[src/rtl/a51_ctrl_if.sv]
// Handshake and LFSR-facing signal bundle for the A5/1 sequencing controller.
// The master side is the host plus the LFSR stages; the slave side is a51_ctrl.
interface a51_ctrl_if;
  logic        start;
  logic [63:0] key;
  logic [21:0] frame;
  logic        ks_req;
  logic        r1_tap;
  logic        r2_tap;
  logic        r3_tap;
  logic        r1_msb;
  logic        r2_msb;
  logic        r3_msb;
  logic        lfsr_rst_n;
  logic        shift_bit;
  logic        trigger1;
  logic        trigger2;
  logic        trigger3;
  logic        busy;
  logic        ks_bit;
  logic        ks_valid;
  logic        done;

  modport master (
    output start, key, frame, ks_req,
    output r1_tap, r2_tap, r3_tap, r1_msb, r2_msb, r3_msb,
    input  lfsr_rst_n, shift_bit, trigger1, trigger2, trigger3,
    input  busy, ks_bit, ks_valid, done
  );

  modport slave (
    input  start, key, frame, ks_req,
    input  r1_tap, r2_tap, r3_tap, r1_msb, r2_msb, r3_msb,
    output lfsr_rst_n, shift_bit, trigger1, trigger2, trigger3,
    output busy, ks_bit, ks_valid, done
  );
endinterface

[src/rtl/a51_ctrl.sv]
// A5/1 session sequencer: clears the three LFSRs, loads key and frame, runs
// 100 majority-clocked mixing steps, then emits KS_LEN keystream steps.
module a51_ctrl #(
  parameter int KS_LEN = 228
) (
  input logic     clk,
  input logic     reset,
  a51_ctrl_if.slave bus
);

  typedef enum logic [2:0] {
    S_IDLE, S_CLR, S_KEY, S_FRAME, S_MIX, S_KS, S_DONE
  } state_t;

  localparam logic [7:0] KS_LAST = 8'(KS_LEN - 1);

  state_t      state_q, state_d;
  logic [6:0]  phase_q, phase_d;
  logic [7:0]  ks_cnt_q, ks_cnt_d;
  logic [63:0] key_q;
  logic [21:0] frame_q;
  logic        lfsr_rst_n_q;
  logic        ks_valid_q;
  logic        done_q;

  logic        maj;
  logic [2:0]  maj_trig;
  logic [2:0]  trig;
  logic        shift_bit;
  logic        ks_step;
  logic        load_en;

  assign maj = (bus.r1_tap & bus.r2_tap) | (bus.r1_tap & bus.r3_tap) |
               (bus.r2_tap & bus.r3_tap);
  assign maj_trig = {bus.r1_tap == maj, bus.r2_tap == maj, bus.r3_tap == maj};

  always_comb begin
    state_d   = state_q;
    phase_d   = phase_q + 7'd1;
    ks_cnt_d  = ks_cnt_q;
    trig      = 3'b000;
    shift_bit = 1'b0;
    ks_step   = 1'b0;
    load_en   = 1'b0;
    unique case (state_q)
      S_IDLE: begin
        if (bus.start) begin
          load_en = 1'b1;
          state_d = S_CLR;
        end
      end
      S_CLR: state_d = S_KEY;
      S_KEY: begin
        trig      = 3'b111;
        shift_bit = key_q[phase_q[5:0]];
        if (phase_q == 7'd63) state_d = S_FRAME;
      end
      S_FRAME: begin
        trig      = 3'b111;
        shift_bit = frame_q[phase_q[4:0]];
        if (phase_q == 7'd21) state_d = S_MIX;
      end
      S_MIX: begin
        trig = maj_trig;
        if (phase_q == 7'd99) begin
          state_d  = S_KS;
          ks_cnt_d = 8'd0;
        end
      end
      S_KS: begin
        // Backpressure simply withholds the step; the counter tracks taken steps only.
        if (bus.ks_req) begin
          trig     = maj_trig;
          ks_step  = 1'b1;
          ks_cnt_d = ks_cnt_q + 8'd1;
          if (ks_cnt_q == KS_LAST) state_d = S_DONE;
        end
      end
      S_DONE:  state_d = S_IDLE;
      default: state_d = S_IDLE;
    endcase
    if (state_d != state_q) phase_d = 7'd0;
  end

  always_ff @(posedge clk or posedge reset) begin
    if (reset) begin
      state_q      <= S_IDLE;
      phase_q      <= 7'd0;
      ks_cnt_q     <= 8'd0;
      lfsr_rst_n_q <= 1'b0;
      ks_valid_q   <= 1'b0;
      done_q       <= 1'b0;
    end else begin
      state_q      <= state_d;
      phase_q      <= phase_d;
      ks_cnt_q     <= ks_cnt_d;
      lfsr_rst_n_q <= (state_d != S_CLR);
      ks_valid_q   <= ks_step;
      done_q       <= (state_d == S_DONE);
    end
  end

  // Session operands are plain data: captured on an accepted start, never reset.
  always_ff @(posedge clk) begin
    if (load_en) begin
      key_q   <= bus.key;
      frame_q <= bus.frame;
    end
  end

  assign bus.lfsr_rst_n = lfsr_rst_n_q;
  assign bus.shift_bit  = shift_bit;
  assign bus.trigger1   = trig[2];
  assign bus.trigger2   = trig[1];
  assign bus.trigger3   = trig[0];
  assign bus.busy       = (state_q != S_IDLE);
  assign bus.ks_bit     = bus.r1_msb ^ bus.r2_msb ^ bus.r3_msb;
  assign bus.ks_valid   = ks_valid_q;
  assign bus.done       = done_q;

endmodule

[src/flat_wrapper.sv]
// flat-port wrapper written by rule: the top's interface ports become plain ports
module a51_ctrl_flat 
#(
  parameter int KS_LEN = 228
)
  (clk, reset, bus_start, bus_key, bus_frame, bus_ks_req, bus_r1_tap, bus_r2_tap, bus_r3_tap, bus_r1_msb, bus_r2_msb, bus_r3_msb, bus_lfsr_rst_n, bus_shift_bit, bus_trigger1, bus_trigger2, bus_trigger3, bus_busy, bus_ks_bit, bus_ks_valid, bus_done);
  a51_ctrl_if bus_i ();
  input logic clk;
  input logic reset;
  input wire logic [$bits(bus_i.start)-1:0] bus_start;
  input wire logic [$bits(bus_i.key)-1:0] bus_key;
  input wire logic [$bits(bus_i.frame)-1:0] bus_frame;
  input wire logic [$bits(bus_i.ks_req)-1:0] bus_ks_req;
  input wire logic [$bits(bus_i.r1_tap)-1:0] bus_r1_tap;
  input wire logic [$bits(bus_i.r2_tap)-1:0] bus_r2_tap;
  input wire logic [$bits(bus_i.r3_tap)-1:0] bus_r3_tap;
  input wire logic [$bits(bus_i.r1_msb)-1:0] bus_r1_msb;
  input wire logic [$bits(bus_i.r2_msb)-1:0] bus_r2_msb;
  input wire logic [$bits(bus_i.r3_msb)-1:0] bus_r3_msb;
  output wire logic [$bits(bus_i.lfsr_rst_n)-1:0] bus_lfsr_rst_n;
  output wire logic [$bits(bus_i.shift_bit)-1:0] bus_shift_bit;
  output wire logic [$bits(bus_i.trigger1)-1:0] bus_trigger1;
  output wire logic [$bits(bus_i.trigger2)-1:0] bus_trigger2;
  output wire logic [$bits(bus_i.trigger3)-1:0] bus_trigger3;
  output wire logic [$bits(bus_i.busy)-1:0] bus_busy;
  output wire logic [$bits(bus_i.ks_bit)-1:0] bus_ks_bit;
  output wire logic [$bits(bus_i.ks_valid)-1:0] bus_ks_valid;
  output wire logic [$bits(bus_i.done)-1:0] bus_done;
  assign bus_i.start = bus_start;
  assign bus_i.key = bus_key;
  assign bus_i.frame = bus_frame;
  assign bus_i.ks_req = bus_ks_req;
  assign bus_i.r1_tap = bus_r1_tap;
  assign bus_i.r2_tap = bus_r2_tap;
  assign bus_i.r3_tap = bus_r3_tap;
  assign bus_i.r1_msb = bus_r1_msb;
  assign bus_i.r2_msb = bus_r2_msb;
  assign bus_i.r3_msb = bus_r3_msb;
  assign bus_lfsr_rst_n = bus_i.lfsr_rst_n;
  assign bus_shift_bit = bus_i.shift_bit;
  assign bus_trigger1 = bus_i.trigger1;
  assign bus_trigger2 = bus_i.trigger2;
  assign bus_trigger3 = bus_i.trigger3;
  assign bus_busy = bus_i.busy;
  assign bus_ks_bit = bus_i.ks_bit;
  assign bus_ks_valid = bus_i.ks_valid;
  assign bus_done = bus_i.done;
  a51_ctrl #(.KS_LEN(KS_LEN)) u_core (.clk(clk), .reset(reset), .bus(bus_i));
endmodule
[config.mk]
export PLATFORM = sky130hd
export DESIGN_NAME = a51_ctrl_flat
export DESIGN_NICKNAME = d
export VERILOG_FILES = /design/src/rtl/a51_ctrl_if.sv /design/src/rtl/a51_ctrl.sv /design/src/flat_wrapper.sv
export SDC_FILE = /design/constraint.sdc
export NUM_CORES = 1
export LEC_CHECK = 0
export ABC_AREA = 1
export ABC_CLOCK_PERIOD_IN_PS = 3000
export CAP_MARGIN = 15
export CORE_MARGIN = 2
export CORE_UTILIZATION = 46
export CTS_CLUSTER_SIZE = 14
export DETAILED_ROUTE_END_ITERATION = 10
export GPL_ROUTABILITY_DRIVEN = 0
export PLACE_DENSITY = 0.85
export SLEW_MARGIN = 20
export SYNTH_ARGS = -nofsm -noshare
export SYNTH_HDL_FRONTEND = slang
export SYNTH_SLANG_ARGS = --single-unit
[constraint.sdc]
create_clock -name clk -period 3 [get_ports clk]
set_input_delay 0.6 -clock clk [delete_from_list [all_inputs] [get_ports clk]]
set_output_delay 0.6 -clock clk [all_outputs]
set_load 0.05 [all_outputs]
==> flow_metrics.env, run 1 <==
export IMPL_drc=0
export IMPL_critPathLaunchType="flip-flop"
export IMPL_grt_pass1_wl_um=17140
export IMPL_die_area_um2=11330
export IMPL_row_count=37
export IMPL_final_common_cell="nand2_1"
export IMPL_leakage_nw=2.433
export IMPL_crit_fanout=12
export IMPL_insertedDiodeCount=0
export IMPL_switchingPower_mw=0.5906
export IMPL_vdd_drop_max_v=0.0003118
export IMPL_switching_share=0.2226
export IMPL_clk_latency_ns=0.37
export IMPL_core_um2=10280
export IMPL_critPathRequiredTime_ns=2.40
export IMPL_power_frac_seq=0.604
export IMPL_crit_path_frequent_cell="nand2_1"
export IMPL_final_layout_size_suffix_gt1_frac=0.09609
export IMPL_start_util=0.4699
export IMPL_cap_viol_max_count=0
export IMPL_stdcell_area_um2=6208
export IMPL_clockBufferDepth=2
export IMPL_worstSetupPathType="flip-flop to output port"
export IMPL_pwr_share_clk=0.323
export IMPL_syn_nets=552
export IMPL_ys_seq_elements=107
export IMPL_p_total_mw=2.654
export IMPL_cts_htree_levels=3
export IMPL_yosys_top_cells_area="edfxtp_1 53%, dfrtp_1 11%, nand2_1 8.6%, nand3_1 4.7%, inv_1 3.3%"
export IMPL_cts_tree="done"
export IMPL_die_height_um=106.5
export IMPL_fillers=864
export IMPL_crit_buf_inv=3
export IMPL_setup_viol=0
export IMPL_dieWidth_um=106.5
export IMPL_worstHoldStart="u_core.ks_cnt_q[6]$_DFFE_PP0P_"
export IMPL_yosysSeqAreaShare=0.6435
export IMPL_layout_common_cells="111 x nand2_1, 99 x clkdlybuf4s50_1, 86 x edfxtp_1"
export IMPL_hold_viol_final=0
export IMPL_fmax_mhz=362.0
export IMPL_port_buffers=104
export IMPL_clk_pin_slew_ns=0.10
export IMPL_yosysTopAreaCellShare=0.5347
export IMPL_syn_to_final_growth_pct=28.55
export IMPL_cpPeakStageDelay_ns=0.42
export IMPL_cp_startpoint="u_core.phase_q[1]$_DFF_PP0_"
export IMPL_drt_iter0_drc=183
export IMPL_hold_buffers=0
export IMPL_rsz0062_at_grt="no"
export IMPL_detailed_place_hpwl_um=7458
export IMPL_slew_headroom=0.4619
export IMPL_crit_family="simple AND/OR/NAND/NOR gates"
export IMPL_grt_pass1_vias=3618
export IMPL_syn_cell_area_um2=4830
export IMPL_end_kind="output port"
export IMPL_cts_sinks=107
export IMPL_timing_final_crit_share=0.9209
export IMPL_slew_viol_final=0
export IMPL_worstMarginPinSlew_ns=0.8063
export IMPL_gr_usage_all_layers=0.1951
export IMPL_grt_overflow_total=0
export IMPL_dr_total_vias=3496
export IMPL_synth_top_area_cell="edfxtp_1"
export IMPL_postRouteAntennaNets=0
export IMPL_finalWirelength_um=10560
export IMPL_cp_arrival_ns=2.16
export IMPL_antenna_found_initial=0
export IMPL_grt_max_degree=52
export IMPL_yosys_warnings=0
export IMPL_wl_per_cell_um=15.13
export IMPL_r2r_setup_slack_ns=0.87
export IMPL_period_needed_ns=2.763
export IMPL_io_pins=105
export IMPL_cp_cell_sequence="clkinvlp_4, buf_4, nand3_1, nand3_1, nand2_1, nor2_1, nand2_1, nand2_1, nand2_1, nand3_1, nand2_1, buf_12"
export IMPL_viasPerCell=5.009
export IMPL_cts_root_buf="clkbuf_8"
export IMPL_p_int_mw=2.063
export IMPL_worst_r2r_startpoint="u_core.phase_q[0]$_DFF_PP0_"
export IMPL_crit_slowest_cell="dfrtp_1"
export IMPL_hold_class="flip-flop to flip-flop"
export IMPL_multiInputGateArea_um2=1436
export IMPL_fin_worst_skew_ns=0.01272
export IMPL_post_cts_buffers=0
export IMPL_pwr_share_comb=0.073
export IMPL_nets=656
export IMPL_numCtsBuffers=9
export IMPL_drt_first_pass_iters=4
export IMPL_status="finished clean"
export IMPL_p_per_area_nw_per_um2=427.4
export IMPL_synth_area_per_cell_um2=10.66
export IMPL_synth_cells=453
export IMPL_ff_latch_area_um2=3108
export IMPL_netlist_cell_type_count=35
export IMPL_place_area_um2=6008
export IMPL_setup_tns_ns=0
==> per-layer routing <==
| metal | vias up | global-route usage | wire length, µm |
|---|---|---|---|
| li1 | 1727 | - | - |
| met1 | 1644 | 0.2405 | 4407 |
| met2 | 108 | 0.3388 | 5393 |
| met3 | 17 | 0.05028 | 590 |
| met4 | 0 | 0.05751 | 166 |
| met5 | - | 0 | 0 |
==> power by group through the flow <==
| stage | Clock, mW | Combinational (mW) | Sequential [mW] |
|---|---|---|---|
| global placement | 0 | 0.193 | 1.63 |
| global route | 0.939 | 0.205 | 1.60 |
| CTS | 0.883 | 0.197 | 1.60 |
| detailed placement | 0 | 0.195 | 1.63 |
| floorplan | 0 | 0.0394 | 1.64 |
| finish | 0.857 | 0.195 | 1.60 |
==> cells in the mapped netlist <==
library cell / number
nor2_2: 1
clkbuf_8: 2
o211ai_1: 5
ha_1: 3
buf_4: 1
nand4_1: 5
o31ai_1: 1
xnor2_1: 5
nand3_1: 45
nand3_2: 4
o21ai_1: 2
nand2_4: 2
buf_6: 2
or2_0: 1
mux2_2: 1
nor2_4: 4
inv_1: 42
xor2_1: 7
buf_2: 11
nor3_4: 2
o21ai_0: 17
clkbuf_1: 1
o21a_1: 1
inv_2: 3
o22ai_1: 2
edfxtp_1: 86
nor3_2: 1
nand3b_1: 1
nand2_2: 8
nor2_1: 40
nand2_1: 111
dfrtp_1: 21
o2111ai_1: 1
nor3_1: 4
a21oi_1: 10
==> cell families after synthesis <==
| group | count (synthesis) | share of synthesized area |
|---|---|---|
| and+or+nand+nor | 229 | 0.2202 |
| DFF | 107 | 0.6435 |
| buffers and inverters | 62 | 0.05907 |
| AOI/OAI and AO/OA | 39 | 0.04534 |
| xor gates and xnor gates | 12 | 0.02176 |
| adders and majority gates | 3 | 0.007773 |
| muxes | 1 | 0.002331 |
==> registers in the layout, summed over array words and instances (netlist names) <==
| register | cells |
|---|---|
| u_core.bus.lfsr_rst_n | 1 |
| u_core.state_q | 3 |
| u_core.key_q | 64 |
| u_core.ks_cnt_q | 8 |
| u_core.frame_q | 22 |
| u_core.phase_q | 7 |
| u_core.bus.done | 1 |
| u_core.bus.ks_valid | 1 |
==> worst paths after layout <==
kind	to	depth (start not counted)
setup / recovery	bus_shift_bit	12
hold / removal	u_core.ks_cnt_q[6]$_DFFE_PP0P_	1
setup reg to reg	u_core.ks_cnt_q[4]$_DFFE_PP0P_	10
hold reg to reg	u_core.ks_cnt_q[6]$_DFFE_PP0P_	1
max in group asynchronous	u_core.ks_cnt_q[4]$_DFFE_PP0P_	2
min in group asynchronous	u_core.ks_cnt_q[3]$_DFFE_PP0P_	2
==> layout make-up <==
type                    instances  area share
clock inverters                 6     0.01008
flip-flops and latches        107      0.5006
repair buffers                110      0.1816
well taps                     136     0.02741
multi-input cells             284      0.2314
clock buffers                  10     0.02056
inverters                      45     0.02842
==> worst register-to-register path: stages (launching register included) <==
cell	delay (ns)
dfrtp_1	0.41
buf_6	0.36
ha_1	0.31
nand2_1	0.12
nor2_2	0.14
nand2_4	0.10
nand2_4	0.13
nand2_2	0.08
nor3_2	0.14
xor2_1	0.17
nor2_1	0.06
==> timing repair <==
| item | CTS | global route |
|---|---|---|
| endpoints found under the hold margin | 0 | 0 |
| resized for setup | 0 | 4 |
| setup endpoints to repair | 0 | 1 |
==> per-stage QoR <==
step	util	std cells	setup slack, ns	hold WS, ns
3_3_place_gp	0.5846	682	0.3437	0.5349
2_1_floorplan	-	453	0.07191	0.5240
5_1_grt	0.6041	698	0.04220	0.5857
3_5_place_dp	0.5846	682	0.2686	0.5539
6_report	0.6041	698	0.2373	0.5713
4_1_cts	0.6031	698	0.04409	0.5776
Note: power is estimated with default switching activity, not from simulation.
==> run 2: changes to the inputs <==
--- a/config.mk
+++ b/config.mk
@@ -12,7 +12,6 @@
 export CORE_UTILIZATION = 46
 export CTS_CLUSTER_SIZE = 14
 export DETAILED_ROUTE_END_ITERATION = 10
-export GPL_ROUTABILITY_DRIVEN = 0
 export PLACE_DENSITY = 0.85
 export SLEW_MARGIN = 20
 export SYNTH_ARGS = -nofsm -noshare
==> results of run 2 <==
No change in the layout: final DEF, timing and power equal those of run 1.
